--- src/rtl/mem_wb_pkg.sv ---
// Shared opcode constants, opcode-class decode and stage-entry types for the
// MEM->WB pipeline register.
package mem_wb_pkg;

  // Opcodes are decoded at this width, so any OP_W up to 8 bits works.
  localparam int OP_MAX_W = 8;

  localparam logic [2:0] OP_LDR = 3'b001;
  localparam logic [2:0] OP_MOV = 3'b010;
  localparam logic [2:0] OP_LDI = 3'b110;
  localparam logic [2:0] OP_STR = 3'b011;

  typedef enum logic [1:0] {
    CLS_REG   = 2'd0,
    CLS_STORE = 2'd1,
    CLS_ACC   = 2'd2
  } op_class_e;

  // Write-enable half of a stage entry; these are the fields a bubble clears.
  typedef struct packed {
    logic reg_write;
    logic mem_write;
  } stage_ctrl_t;

  function automatic op_class_e op_class(input logic [OP_MAX_W-1:0] op);
    op_class_e cls;
    if (op == OP_MAX_W'(OP_LDR) || op == OP_MAX_W'(OP_MOV) || op == OP_MAX_W'(OP_LDI)) begin
      cls = CLS_REG;
    end else if (op == OP_MAX_W'(OP_STR)) begin
      cls = CLS_STORE;
    end else begin
      cls = CLS_ACC;
    end
    return cls;
  endfunction

endpackage

--- src/rtl/mem_wb_merge.sv ---
// Merges an incoming entry's data fields with the current output register
// according to the opcode class; shared by the direct and skid load paths.
module mem_wb_merge
  import mem_wb_pkg::*;
#(
  parameter int DATA_W = 8
) (
  input  logic [1:0]        cls_i,
  input  logic [DATA_W-1:0] new_acc_i,
  input  logic [DATA_W-1:0] new_mem_i,
  input  logic [DATA_W-1:0] new_reg_i,
  input  logic [DATA_W-1:0] cur_acc_i,
  input  logic [DATA_W-1:0] cur_mem_i,
  input  logic [DATA_W-1:0] cur_reg_i,
  output logic [DATA_W-1:0] acc_o,
  output logic [DATA_W-1:0] mem_o,
  output logic [DATA_W-1:0] reg_o
);

  always_comb begin
    // NOTE: every output gets a default before the case so no path leaves it
    // unassigned; a missing default here would infer a latch.
    acc_o = cur_acc_i;
    mem_o = cur_mem_i;
    reg_o = cur_reg_i;
    case (cls_i)
      CLS_REG:   reg_o = new_reg_i;
      CLS_STORE: mem_o = new_mem_i;
      default: begin
        acc_o = new_acc_i;
        mem_o = new_mem_i;
      end
    endcase
  end

endmodule

--- src/rtl/mem_wb_pipe_reg.sv ---
// MEM->WB pipeline register with valid/ready handshake, flush, bubbles and
// class-selective data update. Define MEM_WB_SKID_EN for a one-entry skid buffer.
module mem_wb_pipe_reg
  import mem_wb_pkg::*;
#(
  parameter int DATA_W = 8,
  parameter int IMM_W  = 8,
  parameter int DEST_W = 5,
  parameter int OP_W   = 3
) (
  input  logic              clk,
  input  logic              rst,
  input  logic              flush,
  input  logic              in_valid,
  output logic              in_ready,
  input  logic              in_reg_write,
  input  logic              in_mem_write,
  input  logic [DEST_W-1:0] in_dest,
  input  logic [IMM_W-1:0]  in_imm,
  input  logic [DATA_W-1:0] in_acc_data,
  input  logic [DATA_W-1:0] in_mem_data,
  input  logic [DATA_W-1:0] in_reg_data,
  input  logic [OP_W-1:0]   in_opcode,
  output logic              out_valid,
  input  logic              out_ready,
  output logic              out_reg_write,
  output logic              out_mem_write,
  output logic [DEST_W-1:0] out_dest,
  output logic [IMM_W-1:0]  out_imm,
  output logic [DATA_W-1:0] out_acc_data,
  output logic [DATA_W-1:0] out_mem_data,
  output logic [DATA_W-1:0] out_reg_data,
  output logic [OP_W-1:0]   out_opcode
);

  logic              valid_q, valid_d;
  stage_ctrl_t       ctrl_q, ctrl_d;
  logic [DEST_W-1:0] dest_q, dest_d;
  logic [IMM_W-1:0]  imm_q, imm_d;
  logic [OP_W-1:0]   op_q, op_d;
  logic [DATA_W-1:0] acc_q, acc_d;
  logic [DATA_W-1:0] mem_q, mem_d;
  logic [DATA_W-1:0] reg_q, reg_d;

  logic        accept, consume, load_out;
  op_class_e   in_cls;
  stage_ctrl_t in_ctrl;

  // Entry selected for loading into the output stage (input or skid).
  stage_ctrl_t       src_ctrl;
  logic [DEST_W-1:0] src_dest;
  logic [IMM_W-1:0]  src_imm;
  logic [OP_W-1:0]   src_op;
  logic [DATA_W-1:0] src_acc, src_mem, src_reg;
  op_class_e         src_cls;
  logic [DATA_W-1:0] mrg_acc, mrg_mem, mrg_reg;

  assign accept  = in_valid & in_ready;
  assign consume = valid_q & out_ready;
  assign in_cls  = op_class(OP_MAX_W'(in_opcode));
  assign in_ctrl = '{reg_write: in_reg_write, mem_write: in_mem_write};

`ifdef MEM_WB_SKID_EN
  logic              skid_valid_q, skid_valid_d, skid_load;
  stage_ctrl_t       skid_ctrl_q;
  logic [DEST_W-1:0] skid_dest_q;
  logic [IMM_W-1:0]  skid_imm_q;
  logic [OP_W-1:0]   skid_op_q;
  logic [DATA_W-1:0] skid_acc_q, skid_mem_q, skid_reg_q;
  op_class_e         skid_cls_q;

  // Ready depends only on state, so WB back-pressure never reaches MEM combinationally.
  assign in_ready  = rst & ~skid_valid_q;
  assign load_out  = (~valid_q | consume) & (skid_valid_q | accept);
  assign skid_load = accept & ~(load_out & ~skid_valid_q);

  always_comb begin
    src_ctrl = in_ctrl;
    src_dest = in_dest;
    src_imm  = in_imm;
    src_op   = in_opcode;
    src_acc  = in_acc_data;
    src_mem  = in_mem_data;
    src_reg  = in_reg_data;
    src_cls  = in_cls;
    if (skid_valid_q) begin
      src_ctrl = skid_ctrl_q;
      src_dest = skid_dest_q;
      src_imm  = skid_imm_q;
      src_op   = skid_op_q;
      src_acc  = skid_acc_q;
      src_mem  = skid_mem_q;
      src_reg  = skid_reg_q;
      src_cls  = skid_cls_q;
    end
  end

  always_comb begin
    skid_valid_d = skid_valid_q;
    if (flush) begin
      skid_valid_d = 1'b0;
    end else if (skid_load) begin
      skid_valid_d = 1'b1;
    end else if (load_out && skid_valid_q) begin
      skid_valid_d = 1'b0;
    end
  end

  always_ff @(posedge clk) begin
    if (!rst) begin
      skid_valid_q <= 1'b0;
    end else begin
      skid_valid_q <= skid_valid_d;
    end
  end

  // NOTE: the skid payload has no reset; it is only ever read while
  // skid_valid_q is set, and that flag is reset.
  always_ff @(posedge clk) begin
    if (skid_load) begin
      skid_ctrl_q <= in_ctrl;
      skid_dest_q <= in_dest;
      skid_imm_q  <= in_imm;
      skid_op_q   <= in_opcode;
      skid_acc_q  <= in_acc_data;
      skid_mem_q  <= in_mem_data;
      skid_reg_q  <= in_reg_data;
      skid_cls_q  <= in_cls;
    end
  end
`else
  assign in_ready = rst & (~valid_q | out_ready);
  assign load_out = accept;

  always_comb begin
    src_ctrl = in_ctrl;
    src_dest = in_dest;
    src_imm  = in_imm;
    src_op   = in_opcode;
    src_acc  = in_acc_data;
    src_mem  = in_mem_data;
    src_reg  = in_reg_data;
    src_cls  = in_cls;
  end
`endif

  mem_wb_merge #(.DATA_W(DATA_W)) u_merge (
    .cls_i     (src_cls),
    .new_acc_i (src_acc),
    .new_mem_i (src_mem),
    .new_reg_i (src_reg),
    .cur_acc_i (acc_q),
    .cur_mem_i (mem_q),
    .cur_reg_i (reg_q),
    .acc_o     (mrg_acc),
    .mem_o     (mrg_mem),
    .reg_o     (mrg_reg)
  );

  // Flush beats load beats bubble; data fields always hold unless loaded.
  always_comb begin
    valid_d = valid_q;
    ctrl_d  = ctrl_q;
    dest_d  = dest_q;
    imm_d   = imm_q;
    op_d    = op_q;
    acc_d   = acc_q;
    mem_d   = mem_q;
    reg_d   = reg_q;
    if (flush) begin
      valid_d = 1'b0;
      ctrl_d  = '0;
    end else if (load_out) begin
      valid_d = 1'b1;
      ctrl_d  = src_ctrl;
      dest_d  = src_dest;
      imm_d   = src_imm;
      op_d    = src_op;
      acc_d   = mrg_acc;
      mem_d   = mrg_mem;
      reg_d   = mrg_reg;
    end else if (consume) begin
      valid_d = 1'b0;
      ctrl_d  = '0;
    end
  end

  // NOTE: state registers use non-blocking assignments so every flop samples
  // the pre-edge value of its neighbours.
  always_ff @(posedge clk) begin
    if (!rst) begin
      valid_q <= 1'b0;
      ctrl_q  <= '0;
      dest_q  <= '0;
      imm_q   <= '0;
      op_q    <= '0;
      acc_q   <= '0;
      mem_q   <= '0;
      reg_q   <= '0;
    end else begin
      valid_q <= valid_d;
      ctrl_q  <= ctrl_d;
      dest_q  <= dest_d;
      imm_q   <= imm_d;
      op_q    <= op_d;
      acc_q   <= acc_d;
      mem_q   <= mem_d;
      reg_q   <= reg_d;
    end
  end

  assign out_valid     = valid_q;
  assign out_reg_write = ctrl_q.reg_write;
  assign out_mem_write = ctrl_q.mem_write;
  assign out_dest      = dest_q;
  assign out_imm       = imm_q;
  assign out_opcode    = op_q;
  assign out_acc_data  = acc_q;
  assign out_mem_data  = mem_q;
  assign out_reg_data  = reg_q;

endmodule
--- config.mk ---
export PLATFORM = sky130hd
export DESIGN_NAME = mem_wb_pipe_reg
export DESIGN_NICKNAME = d
export VERILOG_FILES = /design/src/rtl/mem_wb_pkg.sv /design/src/rtl/mem_wb_merge.sv /design/src/rtl/mem_wb_pipe_reg.sv
export SDC_FILE = /design/constraint.sdc
export NUM_CORES = 1
export LEC_CHECK = 0
export BUFFER_PORTS_ARGS = -buffer_cell sky130_fd_sc_hd__buf_2
export CAP_MARGIN = 25
export CORE_ASPECT_RATIO = 0.5
export CORE_UTILIZATION = 38
export DETAILED_ROUTE_END_ITERATION = 7
export GPL_TIMING_DRIVEN = 0
export PLACE_DENSITY = 0.7
export SYNTH_ARGS = -nofsm -noshare
export SYNTH_HDL_FRONTEND = slang
export SYNTH_SLANG_ARGS = --single-unit
--- constraint.sdc ---
create_clock -name clk -period 2.8 [get_ports clk]
set_input_delay 0 -clock clk [delete_from_list [all_inputs] [get_ports clk]]
set_output_delay 0 -clock clk [all_outputs]
set_load 0.03 [all_outputs]
==> reports/qor.txt <==
outcome -> completed
HP Class -> in -> reg
cell with the most instances after synthesis -> nand2_1
Mapped Area -> 0.00167 sq mm
min Tclk post-route -> 1.73 ns
Max Cap Viol -> 0
Final Hold Viols -> 0
Cell Pwr Density -> 486 mW/mm^2
Slew Viols, Final -> 0
depth of the worst register-to-register path -> 6
Tcrit/Tclk final -> 61.6%
die area -> 0.00467 sq mm
first-pass GRT wire length -> 7.23 mm
Crit. End Element -> flip-flop
Avg WL per Cell -> 11.7 um
Post-synth EDFFs -> 0
Synth Register Bits -> 43
DIE HEIGHT -> 48.8 um
Worst Skew -> 0.00498 ns
total grt overflow -> 0
initial antenna violation count -> 0
Rows -> 16
Synthesized Nets -> 248
CP max stage delay -> 0.53 ns
Worst R2R End -> out_imm[2]$_SDFFE_PN0P_
# placed instances -> 344
# Post-CTS Setup Buffers -> 0
critical path startpoint category -> input port
number of global-route vias before repair -> 1717
post-synth top area share -> 51.6%
Unique masters post-synth -> 22
hold wc startpoint -> rst
GRT Util Overall -> 20.3%
antenna-violating nets left -> 0
CTS Sinks -> 43
cell chain of the critical path -> dlygate4sd3_1 > buf_2 > or2_2 > a2111oi_4 > buf_2 > nand2_1 > o21ai_0
Detailed Place HPWL -> 2.94 mm
I/O pin count -> 91
PortBufs -> 89
die width -> 95.7 um
CP most frequent cell -> buf_2
Most used DFF post-synth -> dfxtp_1
largest net degree at the start of global routing -> 13
P_leak -> 1.22 nW
Clock Tree Buf Depth -> 2
Syn. warnings -> 0
syn avg cell area -> 8.30 sq um
routed vias/inst -> 4.60
Root Buffer -> clkbuf_8
final wirelength -> 4.60 mm
core area -> 0.00404 sq mm
routability cong. -> 0.830
Nets -> 387
CP max stage cell -> dlygate4sd3_1
Setup crit end -> out_acc_data[0]$_SDFFE_PN0P_
CP Data Required Time -> 3.00 ns
leading area contributor after synthesis -> dfxtp_1
Inserted Clock Buffers -> 5
Setup crit start -> in_opcode[0]
sum of negative setup slack -> 0 ns
Layout area overhead -> 62.7%
Max Freq -> 0.579 GHz
reg2reg setup slack -> 1.18 ns
Synth async-reset ratio -> 0%
Reg2Reg Launch Point -> out_valid$_SDFFE_PP0P_
post-route insts no fill -> 394
top cells by area, synth -> dfxtp_1, nand2_1, a21boi_0
RSZ-0062 raised after global routing -> no
normalized max-slew margin -> 66.0%
H-tree lvl count -> 2
fraction of layout cells with a size suffix above 1 -> 32.4%
CTS tree -> done
Antenna diodes -> 0
Syn Inst Count -> 201
Initial Utilization -> 41.2%
Clk pin slew, worst setup/hold paths -> 0.07 ns
Worst Path Arrival -> 1.93 ns
peak supply drop -> 0.000229 V
DRT iter0 DRCs -> 43
worst skew pair latency -> 0.29 ns
setup violators final -> 0
crit path max fanout -> 10
# DRC -> 0
kind of critical path -> in -> reg
register area share after synthesis -> 51.6%
Pwr Total -> 0.00132 W
routed vias -> 1811
Initial DRT Pass Iterations -> 4
Least-Margin Pin Slew -> 0.509 ns
Post-synth top cells -> nand2_1, dfxtp_1, o21ai_0, a21boi_0
[where the power goes]
part | switching [W] | internal [W] | total (W)
sequential | 0.0000107 | 0.000633 | 0.000643
combinational | 0.000115 | 0.000102 | 0.000218
clock | 0.000197 | 0.000261 | 0.000458
[layout by cell type (no fill, tap or decap)]
cell type	instances
a2111oi_4	2
a21boi_0	12
a21boi_1	4
a21oi_1	2
and2_0	1
and2_1	1
and2b_1	1
buf_2	96
buf_6	2
bufinv_16	1
clkbuf_1	5
clkbuf_8	5
dfxtp_1	43
dlygate4sd3_1	43
nand2_1	77
nand2b_1	2
nand3_1	10
nor2_1	3
nor2b_1	1
nor3_2	1
o21ai_0	14
o21ai_1	10
or2_2	2
or3_1	1
or3b_4	1
[worst min path at each step]
| stage | cells after the start | endpoint | slack (ns) |
|---|---|---|---|
| 6_report | 3 | out_reg_data[6]$_SDFFE_PN0P_ | 0.03 |
| 4_1_cts | 3 | out_reg_data[6]$_SDFFE_PN0P_ | 0.03 |
| 3_3_place_gp | 3 | out_acc_data[0]$_SDFFE_PN0P_ | 0.19 |
| 5_1_grt | 4 | out_reg_write$_SDFFE_PP0P_ | 0.05 |
| 3_5_place_dp | 3 | out_acc_data[0]$_SDFFE_PN0P_ | 0.20 |
| 2_1_floorplan | 2 | out_acc_data[0]$_SDFFE_PN0P_ | 0.11 |
[area by class of cell]
| type | count | area, sq um |
|---|---|---|
| Fill cell | 338 | 1330 |
| Timing Repair Buffer | 132 | 876 |
| Sequential cell | 43 | 861 |
| Multi-Input combinational cell | 145 | 734 |
| Clock buffer | 6 | 72.6 |
| Buffer | 13 | 72.6 |
| Tap cell | 54 | 67.6 |
| Clock inverter | 1 | 30.0 |
[per-stage QoR]
step           setup WS (ns)  area (sq um)  hold slack [ns]  utilization (%)
2_1_floorplan           1.19          1670            0.109                -
3_3_place_gp            1.23          2180            0.194             53.9
3_5_place_dp            1.20          2180            0.203             53.9
4_1_cts                 1.10          2710           0.0267             67.1
5_1_grt                0.994          2710           0.0465             67.1
6_report                1.07          2710           0.0277             67.1
[per-layer routing]
metal	GRT usage (%)	wire [um]	vias to the layer above
met3	5.45	216	10
met5	0	0	-
met1	21.5	1990	823
met4	9.45	93	0
li1	-	-	928
met2	37.4	2300	50
[sequential cells by signal, indices dropped and copies added, names as in the netlist]
name           flops
out_acc_data       8
out_imm            8
out_mem_data       8
out_reg_data       8
out_dest           5
out_opcode         3
out_mem_write      1
out_reg_write      1
out_valid          1
[cell families after synthesis]
| group | synth area share [%] |
|---|---|
| and+or+nand+nor | 25.7 |
| buffers and inverters | 4.35 |
| DFF | 51.6 |
| AOI/OAI and AO/OA | 18.3 |
[worst max-delay path: cells and delay by family]
family	cells	cell delay, ns
and+or+nand+nor	2	0.39
AOI/OAI and AO/OA	2	0.58
buffers and inverters	3	0.96
[timing repair]
action / in CTS / in global routing
resized for setup: 0 / 0
hold buffers: 43 / 0
hold endpoints to repair: 43 / 0
(Power assumes the default switching activity.)
